$ cat src/rtl/c1541_pkg.sv
// c1541_pkg
//   Shared definitions for the 1541 drive read electronics.
//   - speed_zone_t : density zone 0..3 (zone 0 is the slowest bit rate)
//   - SYNC_BITS    : run of ones that counts as a SYNC mark
//   - cell_period(): bit-cell length in clk cycles for a zone
package c1541_pkg;

    typedef enum logic [1:0] {
        ZONE0 = 2'd0,
        ZONE1 = 2'd1,
        ZONE2 = 2'd2,
        ZONE3 = 2'd3
    } speed_zone_t;

    localparam int SYNC_BITS = 10;
    localparam int PHASE_W   = 7;

    // (16 - zone) * 8 clocks: 128 for zone 0 down to 104 for zone 3.
    // Eight bits wide because 128 does not fit in the phase counter.
    function automatic logic [7:0] cell_period(input speed_zone_t zone);
        logic [7:0] z;
        z = {6'd0, zone};
        return (8'd16 - z) << 3;
    endfunction

endpackage

$ cat src/rtl/c1541_bit_clock.sv
// c1541_bit_clock
//   Data separator: tracks the bit-cell phase, latches flux transitions
//   and emits one strobe per bit cell.
//   Ports:
//     clk, rst         clock, async active-high reset
//     mtr_i            motor on; 0 freezes phase and pending bit
//     mode_i           1 = read; 0 ignores flux and yields zero bits
//     speed_zone_i     density zone selecting the cell period
//     flux_i           flux-change pulse, any width
//     bit_strobe_o     high for one cycle at each cell boundary
//     bit_value_o      bit recovered for the cell ending this cycle
module c1541_bit_clock
    import c1541_pkg::*;
(
    input  logic       clk,
    input  logic       rst,
    input  logic       mtr_i,
    input  logic       mode_i,
    input  logic [1:0] speed_zone_i,
    input  logic       flux_i,
    output logic       bit_strobe_o,
    output logic       bit_value_o
);

    logic               flux_d_q;
    logic [PHASE_W-1:0] phase_q, phase_d;
    logic               pending_q, pending_d;

    logic [7:0]         period;
    logic [PHASE_W-1:0] last;
    logic [PHASE_W-1:0] half;
    logic               flux_edge;
    logic               boundary;

    always_comb begin
        period = cell_period(speed_zone_t'(speed_zone_i));
        last   = PHASE_W'(period - 8'd1);
        half   = PHASE_W'(period >> 1);
    end

    assign flux_edge = flux_i & ~flux_d_q & mode_i;
    // >= rather than == so a zone change to a shorter cell never lets
    // the phase run past the end of the cell.
    assign boundary  = mtr_i & (phase_q >= last);

    assign bit_strobe_o = boundary;
    // Gating with mode keeps a bit latched before a switch to write mode
    // from leaking out.
    assign bit_value_o  = pending_q & mode_i;

    always_comb begin
        phase_d   = phase_q;
        pending_d = pending_q;
        if (mtr_i) begin
            if (boundary) begin
                phase_d   = '0;
                pending_d = 1'b0;
            end else begin
                phase_d   = phase_q + 1'b1;
            end
            // Edge wins over the boundary reset: the boundary has already
            // consumed the old pending bit, the edge re-centres the cell.
            if (flux_edge) begin
                pending_d = 1'b1;
                phase_d   = half;
            end
        end
    end

    always_ff @(posedge clk or posedge rst) begin
        if (rst) begin
            flux_d_q  <= 1'b0;
            phase_q   <= '0;
            pending_q <= 1'b0;
        end else begin
            // Tracks flux even with the motor off, so re-enabling with
            // flux already high does not look like a transition.
            flux_d_q  <= flux_i;
            phase_q   <= phase_d;
            pending_q <= pending_d;
        end
    end

endmodule

$ cat src/rtl/c1541_flux_decoder.sv
// c1541_flux_decoder
//   Read electronics of the 1541: recovers bits from the flux stream,
//   assembles bytes, detects SYNC and strobes BYTE READY.
//   Parameter:
//     BYTE_PULSE       BYTE READY low time in clk cycles (1..255)
//   Ports:
//     clk, reset       clock, async active-high reset
//     mtr              motor on; 0 holds all state and outputs
//     mode             1 = read, 0 = write (bit pacing only)
//     soe              byte-ready enable; 0 suppresses byte_n
//     speed_zone       density zone 0..3
//     flux             flux-change pulse
//     dout             last completed byte
//     sync_n           low while the last SYNC_BITS bits are all ones
//     byte_n           BYTE READY, active-low pulse
module c1541_flux_decoder
    import c1541_pkg::*;
#(
    parameter int BYTE_PULSE = 64
) (
    input  logic       clk,
    input  logic       reset,
    input  logic       mtr,
    input  logic       mode,
    input  logic       soe,
    input  logic [1:0] speed_zone,
    input  logic       flux,
    output logic [7:0] dout,
    output logic       sync_n,
    output logic       byte_n
);

    localparam logic [7:0] PULSE_LAST = 8'(BYTE_PULSE - 1);

    logic                 bit_strobe;
    logic                 bit_value;

    logic [SYNC_BITS-1:0] shift_q, shift_d;
    logic [2:0]           bitcnt_q, bitcnt_d;
    logic                 sync_n_q, sync_n_d;
    logic [7:0]           dout_q, dout_d;
    logic                 byte_n_q, byte_n_d;
    logic [7:0]           pulse_q, pulse_d;

    c1541_bit_clock u_bit_clock (
        .clk          (clk),
        .rst          (reset),
        .mtr_i        (mtr),
        .mode_i       (mode),
        .speed_zone_i (speed_zone),
        .flux_i       (flux),
        .bit_strobe_o (bit_strobe),
        .bit_value_o  (bit_value)
    );

    always_comb begin
        shift_d  = shift_q;
        bitcnt_d = bitcnt_q;
        sync_n_d = sync_n_q;
        dout_d   = dout_q;
        byte_n_d = byte_n_q;
        pulse_d  = pulse_q;
        if (mtr) begin
            if (!byte_n_q) begin
                if (pulse_q == 8'd0) byte_n_d = 1'b1;
                else                 pulse_d  = pulse_q - 8'd1;
            end
            if (bit_strobe) begin
                shift_d  = {shift_q[SYNC_BITS-2:0], bit_value};
                sync_n_d = ~(&shift_d & mode);
                // The new sync state is used: the first zero after a SYNC
                // mark is already bit 1 of the following byte.
                if (!sync_n_d) begin
                    bitcnt_d = 3'd0;
                end else begin
                    bitcnt_d = bitcnt_q + 3'd1;
                    if (bitcnt_q == 3'd7) begin
                        dout_d = shift_d[7:0];
                        // Retriggers a pulse that is still running.
                        if (soe) begin
                            byte_n_d = 1'b0;
                            pulse_d  = PULSE_LAST;
                        end
                    end
                end
            end else if (!mode) begin
                sync_n_d = 1'b1;
            end
        end
    end

    always_ff @(posedge clk or posedge reset) begin
        if (reset) begin
            shift_q  <= '0;
            bitcnt_q <= 3'd0;
            sync_n_q <= 1'b1;
            dout_q   <= 8'h00;
            byte_n_q <= 1'b1;
            pulse_q  <= 8'd0;
        end else begin
            shift_q  <= shift_d;
            bitcnt_q <= bitcnt_d;
            sync_n_q <= sync_n_d;
            dout_q   <= dout_d;
            byte_n_q <= byte_n_d;
            pulse_q  <= pulse_d;
        end
    end

    assign dout   = dout_q;
    assign sync_n = sync_n_q;
    assign byte_n = byte_n_q;

endmodule

$ cat config.mk
export PLATFORM = sky130hd
export DESIGN_NAME = c1541_flux_decoder
export DESIGN_NICKNAME = d
export VERILOG_FILES = /design/src/rtl/c1541_pkg.sv /design/src/rtl/c1541_bit_clock.sv /design/src/rtl/c1541_flux_decoder.sv
export SDC_FILE = /design/constraint.sdc
export NUM_CORES = 1
export LEC_CHECK = 0
export ABC_AREA = 1
export CAP_MARGIN = 10
export CORE_ASPECT_RATIO = 0.9
export CORE_MARGIN = 5
export CORE_UTILIZATION = 55
export CTS_CLUSTER_DIAMETER = 50
export DETAILED_ROUTE_END_ITERATION = 10
export GPL_TIMING_DRIVEN = 0
export PLACE_DENSITY = 0.76
export SLEW_MARGIN = 20
export SYNTH_ARGS = -nofsm -noshare
export SYNTH_HDL_FRONTEND = slang
export SYNTH_HIERARCHICAL = 1
export SYNTH_SLANG_ARGS = --single-unit
$ cat constraint.sdc
create_clock -name clk -period 4.53 [get_ports clk]
set_input_delay 0.6795 -clock clk [delete_from_list [all_inputs] [get_ports clk]]
set_output_delay 0.6795 -clock clk [all_outputs]
set_load 0.02 [all_outputs]
==> results_dict.tcl, run 1 <==
set metrics [dict create \
    layout-drive-gt1-share_pct 16.4 \
    initial_core_util_pct 55.8 \
    antenna_found_initial 0 \
    root_buffer "clkbuf_8" \
    final-instance-count-excl-fill 353 \
    ctsResizeCount 0 \
    multi_input_area_sq_mm 0.00110 \
    yosysTopAreaCell "dfrtp_1" \
    ioPinCount 18 \
    place_area_sq_mm 0.00247 \
    hpwl_um 3290 \
    rr_endpoint "pulse_q[6]" \
    clock_skew_ns 0.00744 \
    maxCapViolations 0 \
    clock_sinks 39 \
    ff_latch_area_sq_um 978 \
    cts_tree "built" \
    grt_max_degree 31 \
    slew_headroom_pct 57.9 \
    grt_pass1_vias 1774 \
    dp_cells 345 \
    drtAntennaViolNets 0 \
    drc 0 \
    synth_area_leaders "dfrtp_1 41%, nand2_1 14%, ha_1 5.6%" \
    wirelength_um 4550 \
    dieArea_sq_mm 0.00546 \
    cts.clk_slew.worst_paths_ns 0.08 \
    peakVddDrop_mv 0.305 \
    first_pass_iters 4 \
    htreeDepth 2 \
    grt_pass1_wl_um 8080 \
    path_class "primary input to flip-flop" \
    arrival_ns 3.34 \
    ys_ff_latch 39 \
    cts_buffers 5 \
    hold_path.class "flip-flop to flip-flop" \
    gp_congestion 0.851 \
    fin_area_sq_mm 0.00261 \
    synth_top_area_share_pct 41.3 \
    setup_slack_ns 1.43 \
    critPathRequiredTime_ns 4.77 \
    power.density_mw_per_mm2 444 \
    vias 1843 \
    grtUsageTotal_pct 18.2 \
    rows 22 \
    dp_slack_ns 1.09 \
    clk_latency_ns 0.30 \
    final_common_cell "nand2_1" \
    rsz0062_at_grt "false" \
    numPortBuffers 17 \
    hold_viol_final 0 \
    worst_slew_pin_slew_ns 0.631 \
    worstHoldStart "dout[3]" \
    die_h_um 70.6 \
    ys_seq_area_share_pct 43.6 \
    start_kind "primary input" \
    whs_ns 0.478 \
    avgRoutedWirePerCell_um 12.9 \
    cts.path.max_buffers 2 \
    r2r_start "u_bit_clock/phase_q[4]" \
    setup_viol 0 \
    rrSetupSlack_ns 2.43 \
    fmax_mhz 323 \
    diodes 0 \
    fp.dieW_um 77.3 \
    p_leak_uw 0.00132 \
    period_needed_ns 3.10 \
    syn_area_sq_mm 0.00224 \
    final_cell_mix "85 x nand2_1, 37 x dfrtp_1, 22 x inv_1, 18 x nor2_1, 17 x clkdlybuf4s50_1" \
    vias_per_cell 5.22 \
    ff2ff_path_depth 11 \
    cp-end-kind "flip-flop" \
    syn_to_final_growth_pct 16.3 \
    slew_violations 0 \
    holdPathStages 2 \
    setup-tns-final_ns 0 \
    grt_overflow 0 \
    cts_hold_repair.buffers 0 \
    final_nets 322 \
    synthesis.nets 298 \
    synth_warnings 6 \
    avgSynthCellArea_sq_um 8.01 \
    status "complete, no violations" \
    core_sq_mm 0.00402 \
    worstPathMaxFanout 7 \
    syn_inst 280 \
    holdPathEnd "dout[3]" \
    post_cts_buffers 0 \
    fillers 347 \
    layout_worst_path_cycle_share_pct 68.4 \
    drtIter0Drc 141 \
    ys_types 31 \
]
==> worst max-delay path by stage <==
| stage | to | from | cells after the start | slack, ns |
|---|---|---|---|---|
| finish | pulse_q[6] | speed_zone[0] | 15 | 1.43 |
| global route | pulse_q[4] | speed_zone[0] | 17 | 1.23 |
| CTS | pulse_q[4] | speed_zone[0] | 17 | 1.40 |
| detailed placement | byte_n | speed_zone[0] | 18 | 1.09 |
| global placement | pulse_q[1] | speed_zone[0] | 14 | 1.12 |
| floorplan | pulse_q[1] | speed_zone[0] | 13 | 1.99 |
==> cell type report <==
class / instances / share of cell area, %
inverters: 33 / 4.84
repair buffers: 17 / 6.52
flip-flops and latches: 39 / 37.5
well taps: 48 / 2.30
multi-input cells: 203 / 42.2
plain buffers: 5 / 1.44
clock buffers: 5 / 2.64
clock inverters: 3 / 2.59
==> through the flow <==
step / total power (uW) / utilization [%]
floorplan: 735 / -
global placement: 800 / 61.6
detailed placement: 816 / 61.6
CTS: 1170 / 64.9
global route: 1240 / 64.9
finish: 1160 / 64.9
==> layer usage <==
metal	wire (um)	GRT usage (%)	share of wire, %
met1	2200	25.1	48
met2	2130	28.0	47
met3	154	5.47	3.4
met4	68	5.34	1.5
met5	0	0	0
==> worst max-delay path, cell delays in order <==
cell and delay (ns):
clkdlybuf4s50_1 0.56, inv_1 0.09, ha_1 0.33, xor2_1 0.15
ha_1 0.31, nand2_1 0.08, nand2_1 0.04, nand2_1 0.06
nand2_2 0.06, o21bai_4 0.24, inv_1 0.13, and3_1 0.23
a21oi_4 0.21, nand3_1 0.10, nand2_1 0.06
==> cells in the mapped netlist <==
master,instances
nor2_1,18
o21bai_1,2
nand2_1,85
a21oi_2,1
dfrtp_1,37
buf_2,3
a21oi_1,7
ha_1,10
inv_2,7
nor2_2,5
nor2_4,2
buf_4,1
o21ai_1,11
o21bai_4,1
xor2_1,2
a21oi_4,1
nand3_1,16
buf_8,1
nand2_2,7
inv_1,23
a22oi_1,3
nand4_1,7
and3_1,1
nand2_4,3
inv_4,1
o21ai_0,15
nand3_4,1
clkinv_1,2
nand3_2,2
dfstp_2,2
o21ai_2,3
==> power breakdown <==
| part | internal, uW | switching [uW] |
|---|---|---|
| logic | 121 | 177 |
| registers | 432 | 78.9 |
| clock network | 220 | 131 |
| total | 773 | 387 |
==> registers in the layout, summed over array words and instances, names as in the netlist <==
name                   count
dout                       8
u_bit_clock/phase_q        7
byte_n                     1
sync_n                     1
u_bit_clock/flux_d_q       1
shift_q                    9
bitcnt_q                   3
u_bit_clock/pending_q      1
pulse_q                    8
==> cells by family (layout without fill, tap and decap cells) <==
group | count (synthesis) | in the layout | synth area share, %
adders and majority gates | 10 | 10 | 5.58
AOI/OAI and AO/OA | 44 | 44 | 12.2
and+or+nand+nor | 147 | 147 | 30.6
DFF | 39 | 39 | 43.6
xor gates and xnor gates | 2 | 2 | 0.781
buffers and inverters | 38 | 63 | 7.31
Power figures use the tool's default switching activity.
==> run 2, diff against run 1 <==
clock period = 2.9 ns   (was 4.53 ns; I/O delays follow)
==> results_dict.tcl, run 2 (synthesized netlist as in run 1, its figures left out) <==
set metrics [dict create \
    initial_core_util_pct 55.8 \
    slowest_stage "clkdlybuf4s50_1" \
    vias 1860 \
    start_kind "primary input" \
    grt_pass1_vias 1774 \
    syn_to_final_growth_pct 17.5 \
    p_leak_uw 0.00135 \
    hold_path.class "primary input to async pin" \
    grtUsageTotal_pct 18.2 \
    die_h_um 70.6 \
    grt_overflow 0 \
    place_area_sq_mm 0.00247 \
    grt_pass1_wl_um 8080 \
    rows 22 \
    fp.dieW_um 77.3 \
    setup_viol 0 \
    drtIter0Drc 125 \
    slew_violations 0 \
    numPortBuffers 17 \
    setup-tns-final_ns 0 \
    final_nets 325 \
    period_needed_ns 2.58 \
    gp_congestion 0.851 \
    arrival_ns 2.83 \
    regMostFlops "shift_q" \
    finish.utilization_pct 65.6 \
    root_buffer "clkbuf_8" \
    cts_hold_repair.buffers 0 \
    cp-end-kind "flip-flop" \
    crit_buf_inv 5 \
    cts_tree "built" \
    diodes 0 \
    max_stage_delay_ns 0.45 \
    worst_slew_pin_slew_ns 0.626 \
    core_sq_mm 0.00402 \
    status "complete, no violations" \
    htreeDepth 2 \
    clock_skew_ns 0.00610 \
    final_cell_mix "85 x nand2_1, 37 x dfrtp_1, 22 x inv_1, 18 x nor2_1" \
    final_common_cell "nand2_1" \
    hpwl_um 3290 \
    hold_viol_final 0 \
    layout-drive-gt1-share_pct 17.2 \
    vias_per_cell 5.22 \
    critPathRequiredTime_ns 3.14 \
    drc 0 \
    grt_max_degree 31 \
    largest_register_ffs 9 \
    final-instance-count-excl-fill 356 \
    worstPathMaxFanout 8 \
    power.density_mw_per_mm2 688 \
    cpMostUsedCell "nand2_1" \
    antenna_found_initial 0 \
    cts.clk_slew.worst_paths_ns 0.08 \
    layout_worst_path_cycle_share_pct 89.1 \
    drtAntennaViolNets 0 \
    clk_latency_ns 0.30 \
    cts.path.max_buffers 2 \
    first_pass_iters 4 \
    ioPinCount 18 \
    dieArea_sq_mm 0.00546 \
    maxCapViolations 0 \
    fmax_mhz 387 \
    path_delay_family "buffers and inverters" \
    path_cells "clkdlybuf4s50_1 > inv_1 > ha_1 > xor2_1 > ha_1 > nand2_1 > nor2_1 > nand2_1 > nand2_2 > o21bai_4 > inv_1 > nand2_4 > inv_2 > nand2_4 > nor2_4 > buf_4 > nand2_1 > nand2_1" \
    path_class "primary input to flip-flop" \
    fin_area_sq_mm 0.00264 \
    wirelength_um 4550 \
    rsz0062_at_grt "false" \
    whs_ns 0.464 \
    avgRoutedWirePerCell_um 12.8 \
    cts_buffers 5 \
    clock_sinks 39 \
    peakVddDrop_mv 0.476 \
    slew_headroom_pct 58.2 \
    dp_cells 345 \
]
run 2: cell types whose count changed in the layout (fill, tap and decap cells not counted):
cell	previous run	this run
buf_4	1	4
clkdlybuf4s50_1	17	16
dlymetal6s2s_1	0	1
run 2: layout make-up:
class / count / area (sq um)
buffer: 5 / 37.5
clock buffer: 5 / 68.8
clock inverter: 3 / 67.6
fill: 341 / 1380
inverter: 33 / 126
multi-input combinational: 203 / 1100
sequential: 39 / 978
tap: 48 / 60.1
timing repair buffer: 20 / 195
run 2: path summary, 6_finish.rpt:
path	start	endpoint	slack [ns]	depth (start not counted)
setup / recovery	speed_zone[1]	dout[0]	0.32	18
min in group clk	dout[3]	dout[3]	0.48	2
hold / removal	reset	u_bit_clock/phase_q[3]	0.46	2
hold reg to reg	dout[3]	dout[3]	0.48	2
max in group asynchronous	reset	shift_q[6]	1.93	2
setup reg to reg	u_bit_clock/phase_q[4]	pulse_q[3]	0.90	14
run 2: report_power, final:
| part | switching [uW] | total [uW] | internal [uW] |
|---|---|---|---|
| clock network | 204 | 547 | 343 |
| logic | 278 | 469 | 191 |
| registers | 122 | 798 | 675 |
| total | 605 | 1810 | 1210 |
run 2: routing by layer:
metal	vias up	wire length, um	GRT usage, %
li1	957	-	-
met4	0	57	5.34
met2	26	2140	28.0
met5	-	0	0
met3	6	152	5.47
met1	871	2210	25.1
run 2: what timing repair did:
item	4_1_cts	5_1_grt
endpoints found under the hold margin	0	0
buffers inserted	0	3
setup endpoints to repair	0	29
resized for setup	0	1
run 2: per-stage QoR:
step / setup WS, ns / total power (uW)
floorplan: 0.601 / 1150
finish: 0.315 / 1810
global route: 0.137 / 1940
CTS: 0.0125 / 1830
detailed placement: -0.294 / 1270
global placement: -0.266 / 1250
==> run 3, diff against run 2 <==
CTS_CLUSTER_DIAMETER = not set   (was 50)
==> results of run 3 <==
The final DEF is identical to that of run 2; final timing and power are the same.
